--- config.mk ---
export PLATFORM = sky130hd
export DESIGN_NAME = status_led_ctrl
export DESIGN_NICKNAME = d
export VERILOG_FILES = /design/src/rtl/status_led_pkg.sv /design/src/rtl/led_channel.sv /design/src/rtl/status_led_ctrl.sv
export SDC_FILE = /design/constraint.sdc
export NUM_CORES = 1
export LEC_CHECK = 0
export ABC_AREA = 1
export CAP_MARGIN = 10
export CORE_UTILIZATION = 45
export DETAILED_ROUTE_END_ITERATION = 12
export PLACE_DENSITY_LB_ADDON = 0.12
export RECOVER_POWER = 50
export SLEW_MARGIN = 20
export SYNTH_ARGS = -nofsm -noshare
export SYNTH_HDL_FRONTEND = slang
export SYNTH_SLANG_ARGS = --single-unit
--- constraint.sdc ---
create_clock -name clk_i -period 1.6 [get_ports clk_i]
set_input_delay 0.4 -clock clk_i [delete_from_list [all_inputs] [get_ports clk_i]]
set_output_delay 0.4 -clock clk_i [all_outputs]
set_load 0.05 [all_outputs]
--- src/rtl/status_led_pkg.sv ---
// status_led_pkg: shared definitions for the multi-channel LED status controller.
//
// Contents:
//   MODE_W     - width of one channel's mode field
//   LED_OFF    - channel dark
//   LED_ON     - channel lit (subject to PWM)
//   LED_BLINK  - channel follows the shared blink phase
//   LED_PULSE  - channel lit while its activity pulse counter is running
package status_led_pkg;

    localparam int unsigned MODE_W = 2;

    localparam logic [MODE_W-1:0] LED_OFF   = 2'b00;
    localparam logic [MODE_W-1:0] LED_ON    = 2'b01;
    localparam logic [MODE_W-1:0] LED_BLINK = 2'b10;
    localparam logic [MODE_W-1:0] LED_PULSE = 2'b11;

endpackage

--- src/rtl/led_channel.sv ---
// led_channel: one LED output of the status controller.
//
// Synchronises the asynchronous activity strobe, detects its rising edge, runs a
// retriggerable pulse counter in tick units, selects the lit condition from the
// channel mode, gates it with the PWM compare and the global blank, and registers
// the LED drive.
//
// Ports:
//   clk      in   module clock
//   rstn     in   synchronous active-low reset
//   tick     in   one-cycle tick strobe from the shared prescaler
//   startup  in   lamp-test window active; forces the LED on
//   blank    in   synchronised sleep request; forces the LED off outside lamp test
//   phase    in   shared blink phase (1 = lit half)
//   pwm_cnt  in   shared free-running PWM counter
//   mode     in   channel mode (LED_OFF / LED_ON / LED_BLINK / LED_PULSE)
//   duty     in   channel brightness
//   evt      in   asynchronous activity strobe, level or pulse
//   led      out  registered LED drive, 1 = on
module led_channel
    import status_led_pkg::*;
#(
    parameter int unsigned PULSE_TICKS = 50,
    parameter int unsigned PWM_BITS    = 4,
    parameter int unsigned SYNC_STAGES = 2
) (
    input  logic                clk,
    input  logic                rstn,
    input  logic                tick,
    input  logic                startup,
    input  logic                blank,
    input  logic                phase,
    input  logic [PWM_BITS-1:0] pwm_cnt,
    input  logic [MODE_W-1:0]   mode,
    input  logic [PWM_BITS-1:0] duty,
    input  logic                evt,
    output logic                led
);

    localparam int unsigned PW = (PULSE_TICKS > 0) ? $clog2(PULSE_TICKS + 1) : 1;

    logic [SYNC_STAGES-1:0] sync;
    logic                   prev;
    logic                   rise;
    logic [PW-1:0]          pulse_cnt;
    logic                   pulse_on;
    logic                   pwm_on;
    logic                   lit;

    assign pulse_on = (pulse_cnt != '0);

    // Full-scale duty means constantly on; otherwise the compare can never
    // reach 100% because pwm_cnt tops out at the same all-ones value.
    always_comb begin
        pwm_on = 1'b0;
        if (duty == '1) begin
            pwm_on = 1'b1;
        end else begin
            pwm_on = (pwm_cnt < duty);
        end
    end

    always_comb begin
        lit = 1'b0;
        unique case (mode)
            LED_OFF:   lit = 1'b0;
            LED_ON:    lit = 1'b1;
            LED_BLINK: lit = phase;
            LED_PULSE: lit = pulse_on;
            default:   lit = 1'b0;
        endcase
    end

    always_ff @(posedge clk) begin
        if (!rstn) begin
            sync      <= '0;
            prev      <= 1'b0;
            rise      <= 1'b0;
            pulse_cnt <= '0;
            led       <= 1'b0;
        end else begin
            sync <= {sync[SYNC_STAGES-2:0], evt};
            prev <= sync[SYNC_STAGES-1];
            rise <= sync[SYNC_STAGES-1] & ~prev;
            // A fresh edge reloads even if a tick lands in the same cycle.
            if (rise) begin
                pulse_cnt <= PW'(PULSE_TICKS);
            end else if (tick && pulse_on) begin
                pulse_cnt <= pulse_cnt - PW'(1);
            end
            led <= startup | (~blank & lit & pwm_on);
        end
    end

endmodule

--- src/rtl/status_led_ctrl.sv ---
// status_led_ctrl: multi-channel LED status controller.
//
// Shared logic (tick prescaler, lamp-test counter, blink phase, PWM counter,
// sleep synchroniser) lives here; per-channel event handling, mode select and
// the output flop live in led_channel, instantiated once per channel.
//
// Ports:
//   clk_i      in   module clock
//   rstn_i     in   synchronous active-low reset
//   mode_i     in   per-channel mode, channel k uses [2k+1:2k]
//   duty_i     in   per-channel brightness, channel k uses [PWM_BITS*k +: PWM_BITS]
//   event_i    in   asynchronous per-channel activity strobes
//   sleep_i    in   asynchronous global blank request
//   led_o      out  registered LED drive, 1 = on
//   tick_o     out  one-cycle pulse per tick
//   startup_o  out  high while the lamp-test window is active
module status_led_ctrl
    import status_led_pkg::*;
#(
    parameter int unsigned CHANNELS      = 2,
    parameter int unsigned TICK_DIV      = 1000,
    parameter int unsigned BLINK_TICKS   = 250,
    parameter int unsigned PULSE_TICKS   = 50,
    parameter int unsigned STARTUP_TICKS = 1000,
    parameter int unsigned PWM_BITS      = 4,
    parameter int unsigned SYNC_STAGES   = 2
) (
    input  logic                         clk_i,
    input  logic                         rstn_i,
    input  logic [MODE_W*CHANNELS-1:0]   mode_i,
    input  logic [PWM_BITS*CHANNELS-1:0] duty_i,
    input  logic [CHANNELS-1:0]          event_i,
    input  logic                         sleep_i,
    output logic [CHANNELS-1:0]          led_o,
    output logic                         tick_o,
    output logic                         startup_o
);

    localparam int unsigned TW = (TICK_DIV > 1) ? $clog2(TICK_DIV) : 1;
    localparam int unsigned SW = (STARTUP_TICKS > 0) ? $clog2(STARTUP_TICKS + 1) : 1;
    localparam int unsigned BW = (BLINK_TICKS > 1) ? $clog2(BLINK_TICKS) : 1;

    logic [TW-1:0]          tick_cnt;
    logic [SW-1:0]          startup_cnt;
    logic [BW-1:0]          blink_cnt;
    logic                   phase;
    logic [PWM_BITS-1:0]    pwm_cnt;
    logic [SYNC_STAGES-1:0] sleep_sync;
    logic                   blank;
    logic                   tick;
    logic                   startup;

    assign tick      = (tick_cnt == TW'(TICK_DIV - 1));
    assign startup   = (startup_cnt != '0);
    assign tick_o    = tick;
    assign startup_o = startup;

    // Tick prescaler and free-running PWM counter; neither pauses for sleep.
    always_ff @(posedge clk_i) begin
        if (!rstn_i) begin
            tick_cnt <= '0;
            pwm_cnt  <= '0;
        end else begin
            if (tick) begin
                tick_cnt <= '0;
            end else begin
                tick_cnt <= tick_cnt + TW'(1);
            end
            pwm_cnt <= pwm_cnt + PWM_BITS'(1);
        end
    end

    // Lamp-test window: counts down ticks from reset, then holds at zero.
    always_ff @(posedge clk_i) begin
        if (!rstn_i) begin
            startup_cnt <= SW'(STARTUP_TICKS);
        end else if (tick && startup) begin
            startup_cnt <= startup_cnt - SW'(1);
        end
    end

    // Sleep synchroniser plus one retiming flop. The blink counter freezes on
    // the same registered value that blanks the outputs, so the phase resumes
    // exactly where the LEDs went dark.
    always_ff @(posedge clk_i) begin
        if (!rstn_i) begin
            sleep_sync <= '0;
            blank      <= 1'b0;
        end else begin
            sleep_sync <= {sleep_sync[SYNC_STAGES-2:0], sleep_i};
            blank      <= sleep_sync[SYNC_STAGES-1];
        end
    end

    // Blink phase: toggles every BLINK_TICKS ticks, starts dark.
    always_ff @(posedge clk_i) begin
        if (!rstn_i) begin
            blink_cnt <= '0;
            phase     <= 1'b0;
        end else if (tick && !blank) begin
            if (blink_cnt == BW'(BLINK_TICKS - 1)) begin
                blink_cnt <= '0;
                phase     <= ~phase;
            end else begin
                blink_cnt <= blink_cnt + BW'(1);
            end
        end
    end

    for (genvar k = 0; k < CHANNELS; k++) begin : g_ch
        led_channel #(
            .PULSE_TICKS (PULSE_TICKS),
            .PWM_BITS    (PWM_BITS),
            .SYNC_STAGES (SYNC_STAGES)
        ) u_ch (
            .clk     (clk_i),
            .rstn    (rstn_i),
            .tick    (tick),
            .startup (startup),
            .blank   (blank),
            .phase   (phase),
            .pwm_cnt (pwm_cnt),
            .mode    (mode_i[MODE_W*k +: MODE_W]),
            .duty    (duty_i[PWM_BITS*k +: PWM_BITS]),
            .evt     (event_i[k]),
            .led     (led_o[k])
        );
    end

endmodule

==> results.yml, run 1 <==
timing:
  setup_viol_count_final: 4
  fmax_mhz: 585
  max-slew-margin-rel: 0.579
  rsz0062_at_grt: "true"
  slew_violations: 0
  whs_ns: 0.382
  fin_ws_ns: -0.109
  hold_viol: 0
  fin_crit_sh: 1.07
  fin_skew_ns: 0.00395
  worst_slew_pin_slew_ns: 0.631
  min_period_ns: 1.71
finish:
  syn_to_final_growth_pct: 24.6
  multi_input_comb_area_sq_um: 1660
  n_antenna_cell: 0
  final_nets: 529
  seq_area_sq_um: 1170
  final_cell_count_no_fill: 576
  drive_gt1_frac: 0.162
  fillers: 591
clocking:
  ctsRootBufferMaster: "clkbuf_8"
  htreeDepth: 3
  tritoncts: "done"
  clk_latency_ns: 0.33
  clk_path_buf_depth: 2
  cts_buffers: 9
  cts.sinks: 58
  clkTransAtPathRegs_ns: 0.06
setup_path:
  worstPathMaxFanout: 2
  r2r-start: "tick_cnt[0]"
  cp-start-kind: "register"
  r2r_end: "blink_cnt[5]"
  cp-end-kind: "primary output"
  crit_type: "register to primary output"
  r2r_setup_slack_ns: 0
  cp.required_ns: 1.20
  reg2regPathDepth: 10
  cp.arrival_ns: 1.31
job:
  drv_cap: 0
placement:
  placed_cells: 553
  hpwl_um: 4550
  place.gp.congestion: 0.851
  portBuffers: 20
yosys:
  ys_warn_count: 0
  synth_most_common_cell: "nand2_1"
  syn_area_sq_um: 3090
  ys_ff_latch: 58
  yosysSeqAreaShare: 0.376
  ys_types: 31
  synthArstFlopShare: 0
  syn_inst: 453
  avgSynthCellArea_sq_um: 6.81
  synth_largest_area_cell: "dfxtp_1"
  synth_top_area_share: 0.376
  syn-num-nets: 486
  synth_common_cells: "nand2_1 (114), inv_1 (80), dfxtp_1 (58), nor2_1 (54), nand3_1 (39)"
  synthTopCellsByArea: "dfxtp_1 (38%), nand2_1 (14%), inv_1 (9.7%)"
  synth_ff_type: "dfxtp_1"
  synth_edf_count: 0
run_status:
  outcome: "finished, violations left"
  failed_checks: "negative setup slack"
drt:
  wire_per_inst_um: 11.2
  met2_length_um: 3080
  routed.top_layer: "met4"
  drc: 0
  drt_first_pass_iters: 6
  met1_length_um: 3130
  wl_met3_um: 190
  drt-total-wl_um: 6470
  final_antenna_net_count: 0
  drt_iter0_markers: 78
  routed-via-count: 2745
  viasPerCell: 4.77
power_and_ir_drop:
  switching_share: 0.213
  powerDensity_nw_per_um2: 849
  power_mw: 3.26
  p_leak_nw: 1.77
  ir_drop_mv: 0.613
  power_frac_clock: 0.470
  power_frac_seq: 0.460
  intPower_mw: 2.57
  p_switching_uw: 695
  pwr-share-comb: 0.069
floorplanning:
  die_w_um: 84.8
  dieArea_sq_um: 7190
  num_io_pins: 21
  coreArea_sq_um: 6490
  start_util: 0.475
  rows: 29
  die_h_um: 84.8
hold_path:
  hold_path_end: "g_ch[1].u_ch.rise"
  worstHoldPathType: "register to register"
  holdCritStartpoint: "g_ch[1].u_ch.prev"
  hold_path_depth: 1
global_route:
  first_global_vias: 2539
  gr-total-overflow: 0
  track_usage: 0.192
  grt_max_degree: 16
  grt_pass1_wl_um: 11000
  antenna_found_initial: 0
-- power by group through the flow --
stage / clock (mW) / sequential [mW] / combinational [mW]
floorplan: 0 / 1.52 / 0.138
global placement: 0 / 1.53 / 0.225
detailed placement: 0 / 1.53 / 0.232
CTS: 1.58 / 1.50 / 0.236
global route: 1.65 / 1.51 / 0.263
finish: 1.53 / 1.50 / 0.226
-- kinds of logic after synthesis --
family / Yosys count / share of synthesized area
fa+ha+maj: 16 / 0.0649
compound gates: 35 / 0.0600
simple gates: 240 / 0.347
xor+xnor: 11 / 0.0312
flops: 58 / 0.376
buf+inv: 93 / 0.120
-- how the worst max path moves through the flow --
stage	startpoint	end	slack [ns]	cells after the start
global placement	duty_i[1]	g_ch[0].u_ch.led	-0.09	10
floorplan	tick_cnt[0]	startup_cnt[5]	0.006	11
global route	startup_cnt[6]	startup_o	-0.20	5
detailed placement	duty_i[3]	g_ch[0].u_ch.led	-0.17	8
finish	tick_cnt[0]	tick_o	-0.11	6
CTS	tick_cnt[1]	tick_o	-0.16	6
-- what timing repair did --
action	in CTS	in global routing
hold buffers	0	0
setup endpoints to repair	2	23
buffers inserted	5	4
resized for setup	16	21
pin swaps	5	12
cloned	0	1
-- critical path, stage by stage (launching register included) --
cell and delay, ns:
dfxtp_2 0.35, ha_4 0.14, nand2_2 0.06, inv_2 0.09, nand3_4 0.09, nor2_8 0.11, buf_12 0.14
-- through the flow --
stage               area [sq um]  TNS, ns  setup WS, ns   util
floorplan                   3090        0       0.00610      -
global placement            3450   -0.181       -0.0869  0.532
detailed placement          3450   -0.376        -0.169  0.532
CTS                         3770   -0.311        -0.161  0.580
global route                3840    -1.01        -0.197  0.592
finish                      3840   -0.212        -0.109  0.592
-- state kept, by name (all words and copies together), names as in the netlist --
register             cells
g_ch.u_ch.pulse_cnt     12
startup_cnt             10
tick_cnt                10
blink_cnt                8
g_ch.u_ch.sync           4
pwm_cnt                  4
g_ch.u_ch.led            2
g_ch.u_ch.prev           2
g_ch.u_ch.rise           2
sleep_sync               2
blank                    1
phase                    1
-- cell type report --
cell class                 instances  share of cell area
clock buffer                      12              0.0430
clock inverter                     2              0.0156
inverter                          85              0.0836
multi-input combinational        302               0.431
sequential                        58               0.305
tap                               77              0.0251
timing repair buffer              40              0.0966
-- cell usage in the layout, fill, tap and decap left out, types with 2 or more instances in the layout --
cell | synthesis | routed
ha_1 | 16 | 14
a21oi_1 | 18 | 16
nand4_1 | 10 | 10
buf_12 | 0 | 2
clkinv_1 | 2 | 2
nor3_1 | 7 | 6
o21ai_0 | 12 | 11
o21ai_1 | 2 | 3
nand3_2 | 0 | 6
nor2_4 | 1 | 5
nand2_1 | 114 | 109
clkbuf_2 | 0 | 3
a21oi_2 | 2 | 4
xnor2_1 | 6 | 6
inv_1 | 80 | 78
dfxtp_2 | 0 | 8
dfxtp_1 | 58 | 50
xor2_1 | 5 | 5
nor2_1 | 54 | 52
nand3_4 | 2 | 2
ha_4 | 0 | 2
nand3_1 | 39 | 33
nand2_2 | 2 | 7
bufinv_16 | 0 | 2
nor2_2 | 5 | 3
buf_4 | 2 | 15
clkbuf_1 | 2 | 2
clkbuf_8 | 0 | 12
clkdlybuf4s50_1 | 0 | 15
inv_2 | 3 | 4
-- layer usage --
metal,GRT usage,up-vias
li1,-,1485
met1,0.233,1222
met2,0.328,30
met3,0.0574,8
met4,0.0586,0
met5,0,-
No activity file was read; power rests on OpenSTA's default activity.
==> inputs of run 2 (changes only) <==
--- a/config.mk
+++ b/config.mk
@@ -8,6 +8,7 @@
 export ABC_AREA = 1
 export CAP_MARGIN = 10
 export CORE_UTILIZATION = 45
+export CTS_CLUSTER_SIZE = 30
 export DETAILED_ROUTE_END_ITERATION = 12
 export PLACE_DENSITY_LB_ADDON = 0.12
 export RECOVER_POWER = 50
==> results of run 2 <==
Final layout, timing and power as in run 1 (identical DEF).
